File: config.mk
export PLATFORM = sky130hd
export DESIGN_NAME = paraleloserial_tx
export DESIGN_NICKNAME = d
export VERILOG_FILES = /design/src/rtl/phy_pkg.sv /design/src/rtl/ps_shift_reg.sv /design/src/rtl/paraleloserial_tx.sv
export SDC_FILE = /design/constraint.sdc
export NUM_CORES = 1
export LEC_CHECK = 0
export ABC_AREA = 1
export ABC_CLOCK_PERIOD_IN_PS = 2120
export CAP_MARGIN = 20
export CORE_UTILIZATION = 50
export DETAILED_ROUTE_END_ITERATION = 10
export HOLD_SLACK_MARGIN = 0.12
export PLACE_DENSITY = 0.76
export SETUP_SLACK_MARGIN = 0.1
export SLEW_MARGIN = 20
export SYNTH_ARGS = -nofsm -noshare
export SYNTH_HDL_FRONTEND = slang
export SYNTH_SLANG_ARGS = --single-unit
File: constraint.sdc
create_clock -name CLOCK -period 2.12 [get_ports CLOCK]
set_input_delay 0.53 -clock CLOCK [delete_from_list [all_inputs] [get_ports CLOCK]]
set_output_delay 0.53 -clock CLOCK [all_outputs]
set_load 0.02 [all_outputs]
File: src/rtl/phy_pkg.sv
// Shared PHY datapath definitions: symbol width, the K28.5 comma symbol
// and the serializer state encoding.
package phy_pkg;

   localparam int W = 10;

   // K28.5, running disparity negative
   localparam logic [W-1:0] K28_5 = 10'b0011111010;

   typedef enum logic [0:0] {
      DISABLED = 1'b0,
      SEND     = 1'b1
   } state_e;

endpackage

File: src/rtl/ps_shift_reg.sv
// W-bit shift register with automatic parallel load at each symbol boundary.
// The MSB is the serial output; the bit counter marks the boundary.
module ps_shift_reg #(
   parameter int W = phy_pkg::W
) (
   input  logic         CLOCK,
   input  logic         RESET_L,
   input  logic [W-1:0] din,
   output logic         sout,
   output logic         boundary
);

   localparam int CW = $clog2(W);

   logic [W-1:0]  shift;
   logic [CW-1:0] bitcnt;

   // Reset parks the counter on the last bit so the first edge after release is a boundary
   always_ff @(posedge CLOCK) begin
      if (!RESET_L) begin
         shift  <= '0;
         bitcnt <= CW'(W - 1);
      end else if (boundary) begin
         shift  <= din;
         bitcnt <= '0;
      end else begin
         shift  <= {shift[W-2:0], 1'b0};
         bitcnt <= bitcnt + CW'(1);
      end
   end

   assign boundary = (bitcnt == CW'(W - 1));
   assign sout     = shift[W-1];

endmodule

File: src/rtl/paraleloserial_tx.sv
// Parallel-to-serial transmit stage: one-deep holding register, idle comma
// insertion on underrun, and sticky overrun on dropped loads.
module paraleloserial_tx #(
   parameter int           W        = phy_pkg::W,
   parameter logic [W-1:0] IDLE_SYM = W'(phy_pkg::K28_5)
) (
   input  logic         CLOCK,
   input  logic         RESET_L,
   input  logic         LOADS,
   input  logic         IS,
   input  logic [W-1:0] D,
   output logic         SOUT,
   output logic         FRAME,
   output logic         DATA_ACT,
   output logic         UNDERRUN,
   output logic         OVERRUN
);

   import phy_pkg::*;

   state_e       state;
   logic [W-1:0] hold;
   logic         hold_full;
   logic         boundary;
   logic [W-1:0] next_sym;
   logic         take_hold;
   logic         load_ok;
   logic         drop;

   // NOTE: every always_comb output gets a default/complete assignment so no latch is inferred.
   always_comb begin
      take_hold = boundary && (state == SEND) && IS && hold_full;
      next_sym  = take_hold ? hold : IDLE_SYM;
      load_ok   = (state == SEND) && LOADS && IS && (!hold_full || take_hold);
      drop      = (state == SEND) && LOADS && IS && hold_full && !take_hold;
   end

   ps_shift_reg #(.W(W)) u_shift (
      .CLOCK    (CLOCK),
      .RESET_L  (RESET_L),
      .din      (next_sym),
      .sout     (SOUT),
      .boundary (boundary)
   );

   // NOTE: hold is pure data qualified by hold_full, so it is deliberately left out of reset.
   always_ff @(posedge CLOCK) begin
      if (load_ok)
         hold <= D;
   end

   always_ff @(posedge CLOCK) begin
      if (!RESET_L) begin
         state     <= DISABLED;
         hold_full <= 1'b0;
         FRAME     <= 1'b0;
         DATA_ACT  <= 1'b0;
         UNDERRUN  <= 1'b0;
         OVERRUN   <= 1'b0;
      end else begin
         if (boundary) begin
            state    <= IS ? SEND : DISABLED;
            FRAME    <= 1'b1;
            DATA_ACT <= take_hold;
            UNDERRUN <= IS && !take_hold;
         end else begin
            FRAME    <= 1'b0;
            UNDERRUN <= 1'b0;
         end

         // A boundary that drops IS discards whatever is pending
         if ((state == DISABLED) || (boundary && !IS))
            hold_full <= 1'b0;
         else if (load_ok)
            hold_full <= 1'b1;
         else if (take_hold)
            hold_full <= 1'b0;

         if (drop)
            OVERRUN <= 1'b1;
      end
   end

endmodule

Word level (Yosys, flattened, before mapping)
Cells that the tools add are included.
W data, S select, Z words.
{"block": "totals", "register_bits": 30, "latchBits": 0, "mem_bits_rw": 0, "romBits": 0, "inputBits": 14, "out_inout_bits": 5, "wordCells": 42, "mem_count": 0}
{"block": "op_classes", "n_addsub": 1, "multipliers": 0, "div_mod_pow": 0, "magnitude_cmp": 0, "eq_ne": 1, "n_shift": 0, "n_mux": 7, "bitwise": 2, "n_reduce_logical": 20}
{"cell": "$mux W10", "n": 2}
{"cell": "$logic_and A1 B1 Y1", "n": 10}
{"cell": "$add A4 B1 Y4 const B", "n": 1}
{"cell": "$eq A4 B4 Y1 const B", "n": 1}
{"cell": "$mux W1", "n": 4}
{"cell": "$mux W4", "n": 1}
{"cell": "$reduce_or A2 Y1", "n": 2}
{"cell": "$logic_not A1 Y1", "n": 3}
{"cell": "$reduce_and A3 Y1", "n": 1}
{"cell": "$logic_or A1 B1 Y1", "n": 2}
{"cell": "$not A1 Y1", "n": 2}
{"cell": "$reduce_and A2 Y1", "n": 1}
{"cell": "$reduce_bool A2 Y1", "n": 1}

Logic depth before layout (Yosys ltp)
Gate-level depths: netlist of the first run.
{"block": "depth", "ltp_word": 7, "mapped_depth": 8, "depth_no_buf": 8}

By module
A second synthesis of the first run with hierarchy kept.
{"block": "unflattened", "hier_cells": 116, "area_unflattened_um2": 1164.9}
{"mod": "paraleloserial_tx", "n_inst": 1, "cells_each": 52, "area_per_inst_um2": 601.8, "seq_area_each_um2": 420.4}
{"mod": "ps_shift_reg", "n_inst": 1, "cells_each": 64, "area_per_inst_um2": 563.0, "seq_area_each_um2": 280.3}

Worst setup path after synthesis of the first run
OpenSTA, ideal clock, no wires.
{"block": "synth_path", "path_kind": "register -> register", "from": "register u_shift.bitcnt[0]", "to": "register hold[0], enable pin", "setup_time_ps": 380, "arrival_ps": 1461, "required_time_ps": 1740, "setup_slack_ps": 279, "stages_incl_launch_ff": 6, "n_path_buf": 0, "period_less_slack_ps": 1841, "cell_sequence": "dfxtp_1 > ha_1 > nand2_2 > nor2_8 > nand2_1 > a21oi_1"}
{"block": "synth_via", "elab_chain_cells": 6}
{"element": "from (decl)", "line_no": "ps_shift_reg.sv:16", "text": "logic [CW-1:0] bitcnt;"}
{"element": "from (signal assigned)", "line_no": "ps_shift_reg.sv:22", "text": "bitcnt <= CW'(W - 1);"}
{"element": "from (signal assigned)", "line_no": "ps_shift_reg.sv:28", "text": "bitcnt <= bitcnt + CW'(1);"}
{"element": "$eq A4 B4 Y1", "line_no": "ps_shift_reg.sv:32", "text": "assign boundary = (bitcnt == CW'(W - 1));"}
{"element": "$logic_and A1 B1 Y1 (3 in a row)", "line_no": "paraleloserial_tx.sv:32", "text": "take_hold = boundary && (state == SEND) && IS && hold_full;"}
{"element": "$logic_or A1 B1 Y1", "line_no": "paraleloserial_tx.sv:34", "text": "load_ok = (state == SEND) && LOADS && IS && (!hold_full || take_hold);"}
{"element": "$logic_and A1 B1 Y1", "line_no": "paraleloserial_tx.sv:34"}
{"element": "net load_ok", "line_no": "paraleloserial_tx.sv:27", "text": "logic load_ok;"}
{"element": "to (signal assigned)", "line_no": "paraleloserial_tx.sv:49", "text": "hold <= D;"}
{"element": "to (decl)", "line_no": "paraleloserial_tx.sv:22", "text": "logic [W-1:0] hold;"}
The timed path passes the listed nets, and every way through them passes these cells.
A chain may end at the register's enable or synchronous reset.

Worst setup path after layout of the first run
{"block": "layout_path", "from": "register OVERRUN", "to": "output OVERRUN"}
{"element": "from (decl)", "line_no": "paraleloserial_tx.sv:16", "text": "output logic OVERRUN"}
{"element": "from (signal assigned)", "line_no": "paraleloserial_tx.sv:59", "text": "OVERRUN <= 1'b0;"}
{"element": "from (signal assigned)", "line_no": "paraleloserial_tx.sv:80", "text": "OVERRUN <= 1'b1;"}
No word-level cell between the ends.

==> summary.md, run 1 <==
| Metric | Value |
|---|---|
| Drt drc | 0 |
| # hold bufs at CTS | 0 |
| Yosys Warn Count | 0 |
| Setup Buffers After CTS | 0 |
| Worst R2R Path Depth | 6 |
| WP data arrival | 1280 ps |
| CP peak stage delay | 610 ps |
| Dpl hpwl | 1358 um |
| Seq/Total Area, Yosys | 62.02% |
| ANT cells | 0 |
| First-pass GRT wire length | 3167 um |
| Synth Flop Type | dfxtp_1 |
| Sum Neg Setup Slack | 0 ps |
| DR iter-0 viols | 7 |
| # fillers | 170 |
| Placed insts | 156 |
| Library cells used by synthesis | 20 |
| Crit path time final | 1806 ps |
| Die H | 49.54 um |
| Hold worst-path end | u_shift.shift[5] |
| Drt pass-1 iters | 4 |
| Htree depth | 2 |
| Mapped Area | 1130 sq um |
| Root Buffer | clkbuf_4 |
| Vias/cell | 4.726 |
| Max Cap Viol | 0 |
| Final std cells w/o fill | 164 |
| Worst-Margin Slew | 373.0 ps |
| CP Class | reg2out |
| Final setup viols | 0 |
| Ports | 19 |
| Fin Clk Skew | 11.38 ps |
| CP max stage cell | clkdlybuf4s50_1 |
| GR Util All Layers | 18.33% |
| Outcome | complete, no violations |
| Count leader, synth | nand2_1 |
| Async SR Flop Fraction | 0% |
| Sequential Area | 700.7 sq um |
| Slew Limit Fails | 0 |
| Final worst-path cycle share | 85.21% |
| Critical hold path startpoint | u_shift.shift[4] |
| Cell Chain, Critical Path | clkdlybuf4s50_1 |
| CP bufs+invs | 1 |
| Worst-Skew Late Latency | 320 ps |
| WHS | 439.3 ps |
| Area leader, netlist | dfxtp_1 |
| Multi-input logic area | 369.1 sq um |
| Synth top area cells | dfxtp_1 35%, edfxtp_1 27%, nand2_1 9.3%, nor2_8 3.5%, inv_1 3.3% |
| Layout cells sized above 1 | 13.87% |
| Final hold violation count | 0 |
| Critical Path RT | 1590 ps |
| Port Buffers | 18 |
| Core Box Area | 2042 sq um |
| Clock transition at path regs | 90 ps |
| CTS buffer count | 5 |
| Worst-path maximum fanout | 2 |
| Peak VDD IR | 0.0005512 V |
| CP delay by family, top | buffers and inverters |
| CTS tree | built |
| PwrDens | 830.1 nW/um^2 |
| Die outline width | 49.54 um |
| RSZ-0062 raised after global routing | false |
| Reg2Reg Capture Point | hold[2] |
| Nets | 152 |
| Syn_nets | 126 |
| Antenna violations before repair | 0 |
| Vias in the first global route | 717 |
| HP Class | reg2reg |
| Initial core utilization | 55.33% |
| DR WL/cell | 10.95 um |
| Worst-case clock buffer depth | 2 |
| Startpoint Class | register |
| Post-CTS sizing | 0 |
| Std-Cell Rows | 16 |
| Final instance area | 1408 sq um |
| Hold Path Depth | 2 |
| Antenna Nets Post-Route | 0 |
| Routability congestion estimate from global placement | 0.8197 |
| Die area | 2454 sq um |
| Top cell type's share of synthesized area | 35.44% |
| Lkg Pwr | 0.5701 nW |
| Vias | 775 |
| Synth-to-Final Area Change | 24.58% |
| Slew HR | 75.10% |
| Worst reg2reg startpoint | u_shift.bitcnt[0] |
| Syn Inst Count | 110 |
| Number of synthesized flops with an enable pin | 10 |
| Placed cell areas | 1348 sq um |
| CTS Sinks | 30 |
| Yosys reg bits | 30 |
| CP endpoint kind | primary output |
| Mapped Avg Cell Area | 10.27 sq um |
| Fmax achieved | 553.6 MHz |
| R2R Setup Slk | 450 ps |
| Top cells by count, synth | 28 x nand2_1, 20 x dfxtp_1, 10 x edfxtp_1, 10 x inv_1, 9 x nor2_1 |
| Overflow after GRT | 0 |
| Drt total wl | 1796 um |
| Largest net degree at the start of global routing | 11 |
==> worst max-delay path by stage <==
stage,startpoint,endpoint,cells past startpoint
6_report,OVERRUN,OVERRUN,1
5_1_grt,DATA_ACT,DATA_ACT,1
4_1_cts,DATA_ACT,DATA_ACT,1
3_5_place_dp,IS,hold[8],6
3_3_place_gp,IS,hold[2],6
2_1_floorplan,u_shift.bitcnt[0],hold[0],5
==> flip-flops by register name, indices dropped and copies added, names as in the netlist <==
name            count
hold_full           1
hold               10
u_shift.bitcnt      4
FRAME               1
state               1
DATA_ACT            1
OVERRUN             1
u_shift.shift      10
UNDERRUN            1
==> per-stage QoR <==
| step | utilization, % | total power, W | worst slack, ps |
|---|---|---|---|
| after floorplan | - | 0.0007795 | 278.5 |
| after global placement | 65.99 | 0.0008338 | 222.0 |
| after detailed placement | 65.99 | 0.0008418 | 193.4 |
| after CTS | 68.93 | 0.001179 | 296.8 |
| after global routing | 68.93 | 0.001236 | 256.2 |
| final | 68.93 | 0.001168 | 313.6 |
==> power by group <==
| part | internal, W | switching (W) | total (W) |
|---|---|---|---|
| clock | 0.000160 | 0.000181 | 0.000341 |
| combinational | 0.0000730 | 0.0000954 | 0.000168 |
| sequential | 0.000636 | 0.0000226 | 0.000659 |
==> cells by family after synthesis <==
family                     Yosys count  synth area share (%)
DFF                                 30                 62.02
and+or+nand+nor                     51                 24.14
AOI/OAI and AO/OA                   12                 5.537
xor gates and xnor gates             1                0.7753
adders and majority gates            2                 2.214
buffers and inverters               14                 5.316
==> layer usage <==
metal  wire length [um]  vias up  global-route usage [%]  part of all wire (%)
li1                   -      411                       -                     -
met1                769      336                   20.77                    43
met2                902       26                   28.83                    50
met3                113        2                   9.259                   6.3
met4                 11        0                   8.095                  0.61
met5                  0        -                       0                     0
==> worst min-delay path, cell delays in order, from the launching register on <==
cell	delay, ps
dfxtp_1	320
nand2_1	50
nand2_1	50
==> cells in the final DEF (no fill, tap or decap) <==
cell type / n
clkbuf_1: 1
xnor2_1: 1
nor2_8: 2
clkbuf_4: 5
nand2_2: 2
buf_4: 2
nand3_2: 1
o21ai_1: 6
a21oi_1: 4
o21ai_0: 1
nand4_1: 6
ha_1: 2
clkinv_2: 1
nand2_1: 28
nand3_1: 1
nand3_4: 1
edfxtp_1: 10
inv_1: 10
nor2_4: 1
clkdlybuf4s50_1: 18
nor2_1: 9
o21bai_1: 1
dfxtp_1: 20
inv_2: 3
clkbuf_8: 1
==> layout make-up <==
class | count | share of cell area [%]
clock buffers | 7 | 3.911
clock inverters | 1 | 0.3556
inverters | 13 | 3.467
multi-input cells | 66 | 26.22
flip-flops and latches | 30 | 49.78
well taps | 27 | 2.400
repair buffers | 20 | 13.87
Power figures use the tool's default switching activity.
==> run 2, diff against run 1 <==
- CAP_MARGIN: 20 -> unset
- CORE_UTILIZATION: 50 -> 54
- CTS_BUF_LIST: unset -> sky130_fd_sc_hd__clkbuf_16
- DONT_BUFFER_PORTS: unset -> 1
- PLACE_DENSITY: 0.76 -> 0.69
==> summary.md, run 2 (synthesized netlist as in run 1, its figures left out) <==
| Metric | Value |
|---|---|
| Outcome | complete, no violations |
| GR Util All Layers | 19.46% (+1.1 points) |
| Routability congestion estimate from global placement | 0.7295 (-11%) |
| Antenna Nets Post-Route | 0 (unchanged) |
| Largest registers | hold: 10 flops, u_shift.shift: 10 flops, u_shift.bitcnt: 4 flops |
| Crit path depth | 6 (+5) |
| Drt pass-1 iters | 4 (unchanged) |
| Fin Clk Skew | 4.806 ps (-6.572 ps) |
| Synth-to-Final Area Change | 14.84% |
| Vias | 719 (-7.2%) |
| Drt drc | 0 (unchanged) |
| Std-Cell Rows | 16 (unchanged) |
| Initial core utilization | 57.59% (+2.3 points) |
| Htree depth | 2 (unchanged) |
| First-pass GRT wire length | 2835 um (-10%) |
| HP Class | in2reg |
| Worst R2R Path Depth | 6 (unchanged) |
| Antenna violations before repair | 0 (unchanged) |
| Setup Buffers After CTS | 0 (unchanged) |
| Peak VDD IR | 0.0007613 V (+38%) |
| CP max stage cell | dfxtp_1 |
| PwrDens | 1104 nW/um^2 (+33%) |
| CTS buffer count | 5 (unchanged) |
| DR WL/cell | 12.37 um (+13%) |
| Startpoint Class | register |
| CP peak stage delay | 370 ps (-240 ps) |
| Slew HR | 74.87% (-0.22 points) |
| WHS | 351.0 ps (-88.29 ps) |
| RSZ-0062 raised after global routing | false |
| Die area | 2279 sq um (-7.1%) |
| Fmax achieved | 596.3 MHz (+7.7%) |
| Most common cell after layout, fill and taps aside | nand2_1 |
| Worst-case clock buffer depth | 2 (unchanged) |
| Worst-Margin Slew | 376.4 ps (+3.349 ps) |
| # fillers | 175 (+2.9%) |
| # hold bufs at CTS | 0 (unchanged) |
| WP data arrival | 1650 ps (+370 ps) |
| Clock transition at path regs | 40 ps (-50 ps) |
| Root Buffer | clkbuf_16 |
| Hold Path Depth | 1 (-1) |
| Lkg Pwr | 0.5338 nW (-6.4%) |
| Overflow after GRT | 0 (unchanged) |
| Max Cap Viol | 0 (unchanged) |
| Port Buffers | 0 (-18) |
| Final hold violation count | 0 (unchanged) |
| Layout cells sized above 1 | 14.41% (+0.54 points) |
| Worst-path maximum fanout | 10 (+8) |
| Die H | 47.74 um (-3.6%) |
| Dpl hpwl | 1322 um (-2.7%) |
| Nets | 133 (-13%) |
| CP Class | reg2reg |
| CP delay by family, top | simple AND/OR/NAND/NOR gates |
| Sum Neg Setup Slack | 0 ps (unchanged) |
| Placed cell areas | 1160 sq um (-14%) |
| Critical Path RT | 2090 ps (+500 ps) |
| Drt total wl | 1793 um (-0.17%) |
| Ports | 19 (unchanged) |
| Vias/cell | 4.959 (+4.9%) |
| Total power | 0.001432 W (+23%) |
| Crit path time final | 1677 ps (-129.5 ps) |
| Pre-CTS setup slack | 472.6 ps (+279.2 ps) |
| CP bufs+invs | 1 (unchanged) |
| Worst-Skew Late Latency | 270 ps (-50 ps) |
| CP endpoint kind | register |
| DR iter-0 viols | 10 (+3) |
| CTS Sinks | 30 (unchanged) |
| CTS tree | built |
| Slew Limit Fails | 0 (unchanged) |
| Most frequent cells in the layout | 28 x nand2_1, 20 x dfxtp_1, 11 x inv_1 |
| Final setup margin | 443.1 ps (+129.5 ps) |
| Final instance area | 1297 sq um (-7.8%) |
| ANT cells | 0 (unchanged) |
| Core Box Area | 1962 sq um (-3.9%) |
| Die outline width | 47.74 um (-3.6%) |
| Final setup viols | 0 (unchanged) |
| Cell Chain, Critical Path | ha_1 -> nand2_2 -> nor2_8 -> nand2_1 -> a21oi_1 -> buf_4 |
| Largest net degree at the start of global routing | 11 (unchanged) |
| Vias in the first global route | 690 (-3.8%) |
| Post-CTS sizing | 0 (unchanged) |
| Final worst-path cycle share | 79.10% (-6.1 points) |
run 2: cell count changes in the layout (fill, tap and decap cells not counted), sizes merged:
cell / delta
clkbuf: -2
clkdlybuf4s50: -18
clkinv: +1
inv: +1
buf: -1
run 2: path summary, 6_finish.rpt:
| path | slack [ps] | to | start |
|---|---|---|---|
| setup / recovery | 440 | hold[1] | u_shift.bitcnt[0] |
| hold reg to reg | 430 | u_shift.shift[1] | u_shift.shift[0] |
| setup reg to reg | 440 | hold[1] | u_shift.bitcnt[0] |
| hold / removal | 350 | u_shift.bitcnt[0] | RESET_L |
run 2: final cells by class:
class	instances	area, sq um	share of cell area, %
multi-input combinational	66	369.1	28.45
inverter	13	48.80	3.761
timing repair buffer	1	7.507	0.5786
clock buffer	5	125.1	9.643
sequential	30	700.7	54.00
tap	27	33.78	2.604
clock inverter	3	12.51	0.9643
run 2: stage by stage:
step,util (%),std cells
finish,66.14,145
global route,66.14,145
CTS,66.14,145
detailed placement,59.12,137
global placement,59.12,137
floorplan,-,110
run 2: report_power, final:
| part | internal, W | leakage [nW] | switching (W) |
|---|---|---|---|
| registers | 0.000639 | 0.254 | 0.0000287 |
| logic | 0.0000443 | 0.207 | 0.0000861 |
| clock network | 0.000421 | 0.0724 | 0.000213 |
| total | 0.00110 | 0.534 | 0.000328 |
run 2: layer usage:
layer / global-route usage [%] / up-vias / part of all wire, %
met5: 0 / - / 0
met4: 11.67 / 0 / 2.1
met3: 7.925 / 5 / 5.0
met2: 31.62 / 19 / 51
met1: 21.26 / 322 / 42
li1: - / 373 / -
==> run 3, diff against run 2 <==
- ABC_CLOCK_PERIOD_IN_PS: 2120 -> 1500
- CORE_UTILIZATION: 54 -> 53
- PLACE_DENSITY: 0.69 -> 0.71
- clock period: 2.12 -> 1.5 ns (I/O delays scaled with it)
==> summary.md, run 3 (synthesized netlist as in run 1, its figures left out) <==
| Metric | Value |
|---|---|
| Lkg Pwr | 0.5749 nW (+7.7%) |
| Placed insts | 138 (+0.73%) |
| Layout cells sized above 1 | 21.31% (+6.9 points) |
| Htree depth | 2 (unchanged) |
| Worst-path maximum fanout | 9 (-1) |
| Hold Path Depth | 1 (unchanged) |
| HP Class | in2reg |
| Ports | 19 (unchanged) |
| GR Util All Layers | 21.23% (+1.8 points) |
| Antenna Nets Post-Route | 0 (unchanged) |
| Crit path time final | 1406 ps (-270.5 ps) |
| CP peak stage delay | 320 ps (-50 ps) |
| Final setup viols | 0 (unchanged) |
| Dpl hpwl | 1379 um (+4.4%) |
| Final worst-path cycle share | 93.76% (+15 points) |
| DR iter-0 viols | 8 (-2) |
| Startpoint Class | register |
| Largest registers | hold: 10 flops, u_shift.shift: 10 flops, u_shift.bitcnt: 4 flops |
| ANT cells | 0 (unchanged) |
| Peak VDD IR | 0.001300 V (+71%) |
| Die outline width | 48.17 um (+0.90%) |
| Crit path depth | 7 (+1) |
| Clock transition at path regs | 50 ps (about the same) |
| Outcome | complete, no violations |
| WHS | 187.7 ps (-163.3 ps) |
| DR WL/cell | 13.20 um (+6.8%) |
| Routability congestion estimate from global placement | 0.7631 (+4.6%) |
| Initial core utilization | 57.01% (-0.58 points) |
| CP delay by family, top | flip-flops |
| WP data arrival | 1390 ps (-260 ps) |
| Total power | 0.002077 W (+45%) |
| Most common cell after layout, fill and taps aside | nand2_1 |
| Vias | 732 (+1.8%) |
| CP bufs+invs | 2 (+1) |
| RSZ-0062 raised after global routing | true |
| Most frequent cells in the layout | 27 x nand2_1, 18 x dfxtp_1, 11 x inv_1 |
| # hold bufs at CTS | 0 (unchanged) |
| Core Box Area | 1982 sq um (+1.0%) |
| Port Buffers | 0 (unchanged) |
| Drt pass-1 iters | 4 (unchanged) |
| Slew Limit Fails | 0 (unchanged) |
| Worst-Skew Late Latency | 270 ps (about the same) |
| CTS Sinks | 30 (unchanged) |
| Root Buffer | clkbuf_16 |
| Critical Path RT | 1490 ps (-600 ps) |
| Final std cells w/o fill | 149 (+2.8%) |
| Die area | 2320 sq um (+1.8%) |
| Cell Chain, Critical Path | inv_2 -> ha_4 -> nand2_4 -> nor2_8 -> nand2_4 -> a21oi_4 -> buf_12 |
| Worst-case clock buffer depth | 2 (unchanged) |
| CTS buffer count | 5 (unchanged) |
| Synth-to-Final Area Change | 22.26% |
| CP Class | reg2reg |
| Nets | 137 (+3.0%) |
| Final hold violation count | 0 (unchanged) |
| Slew HR | 70.87% (-4.0 points) |
| Antenna violations before repair | 0 (unchanged) |
| Die H | 48.17 um (+0.90%) |
| CTS tree | built |
| Worst path most repeated cell | nand2_4 |
| Sum Neg Setup Slack | 0 ps (unchanged) |
| PwrDens | 1504 nW/um^2 (+36%) |
| Drt total wl | 1967 um (+9.7%) |
| Overflow after GRT | 0 (unchanged) |
| Fmax achieved | 711.1 MHz (+19%) |
| First-pass GRT wire length | 3056 um (+7.8%) |
| Worst-Margin Slew | 436.4 ps (+60.03 ps) |
| Fin Clk Skew | 3.794 ps (-1.012 ps) |
| Vias/cell | 4.913 (-0.93%) |
| # fillers | 144 (-18%) |
| Std-Cell Rows | 16 (unchanged) |
| CP max stage cell | dfxtp_2 |
| Max Cap Viol | 0 (unchanged) |
| Drt drc | 0 (unchanged) |
| Largest net degree at the start of global routing | 11 (unchanged) |
| CP endpoint kind | register |
| Worst R2R Path Depth | 7 (+1) |
| Vias in the first global route | 675 (-2.2%) |
-- run 3: cell types whose count changed in the layout (fill, tap and decap cells not counted), moves of 2 or more --
cell     change
buf_4        +2
dfxtp_1      -2
dfxtp_2      +2
nand2_4      +2
-- run 3: final cells by class --
cell class | count | area, sq um | area share, %
clock buffers | 5 | 125.1 | 9.058
clock inverters | 3 | 11.26 | 0.8152
inverters | 13 | 48.80 | 3.533
multi-input cells | 66 | 405.4 | 29.35
flip-flops and latches | 30 | 703.2 | 50.91
well taps | 27 | 33.78 | 2.446
repair buffers | 5 | 53.80 | 3.895
-- run 3: timing repair --
item,in CTS,in global routing
cloned,0,0
gates resized for setup,0,1
pin swaps,1,0
setup endpoints to repair,10,13
setup buffers,2,1
-- run 3: worst paths after layout --
path / startpoint / endpoint / slack [ps]
worst min register to register: u_shift.shift[0] / u_shift.shift[1] / 420
worst max register to register: u_shift.bitcnt[1] / hold[3] / 90
worst min-delay path: RESET_L / u_shift.bitcnt[3] / 190
worst max-delay path: u_shift.bitcnt[1] / hold[3] / 90
-- run 3: layer usage --
layer	GRT usage (%)	part of all wire (%)	up-vias
met1	24.52	45	325
li1	-	-	380
met2	34.13	48	23
met3	11.11	6.1	4
met5	0	0	-
met4	6.667	0.81	0
-- run 3: metrics by stage --
stage | setup WS, ps | area [sq um] | utilization, %
final | 93.67 | 1381 | 69.70
after global routing | 41.11 | 1381 | 69.70
after global placement | 101.6 | 1206 | 60.86
after floorplan | 31.46 | 1169 | -
after CTS | 121.4 | 1370 | 69.13
after detailed placement | 71.01 | 1206 | 60.86
-- run 3: worst reg2reg max path, cell delays in order (launching register included) --
cell and delay, ps:
dfxtp_2 320, inv_2 60, ha_4 150, nand2_4 60, nor2_8 120, nand2_4 70
a21oi_4 190, buf_12 150
-- run 3: where the power goes --
group | total (W) | internal [W] | switching, W
registers | 0.000948 | 0.000905 | 0.0000430
logic | 0.000227 | 0.0000911 | 0.000135
clock network | 0.000903 | 0.000592 | 0.000310
total | 0.00208 | 0.00159 | 0.000488
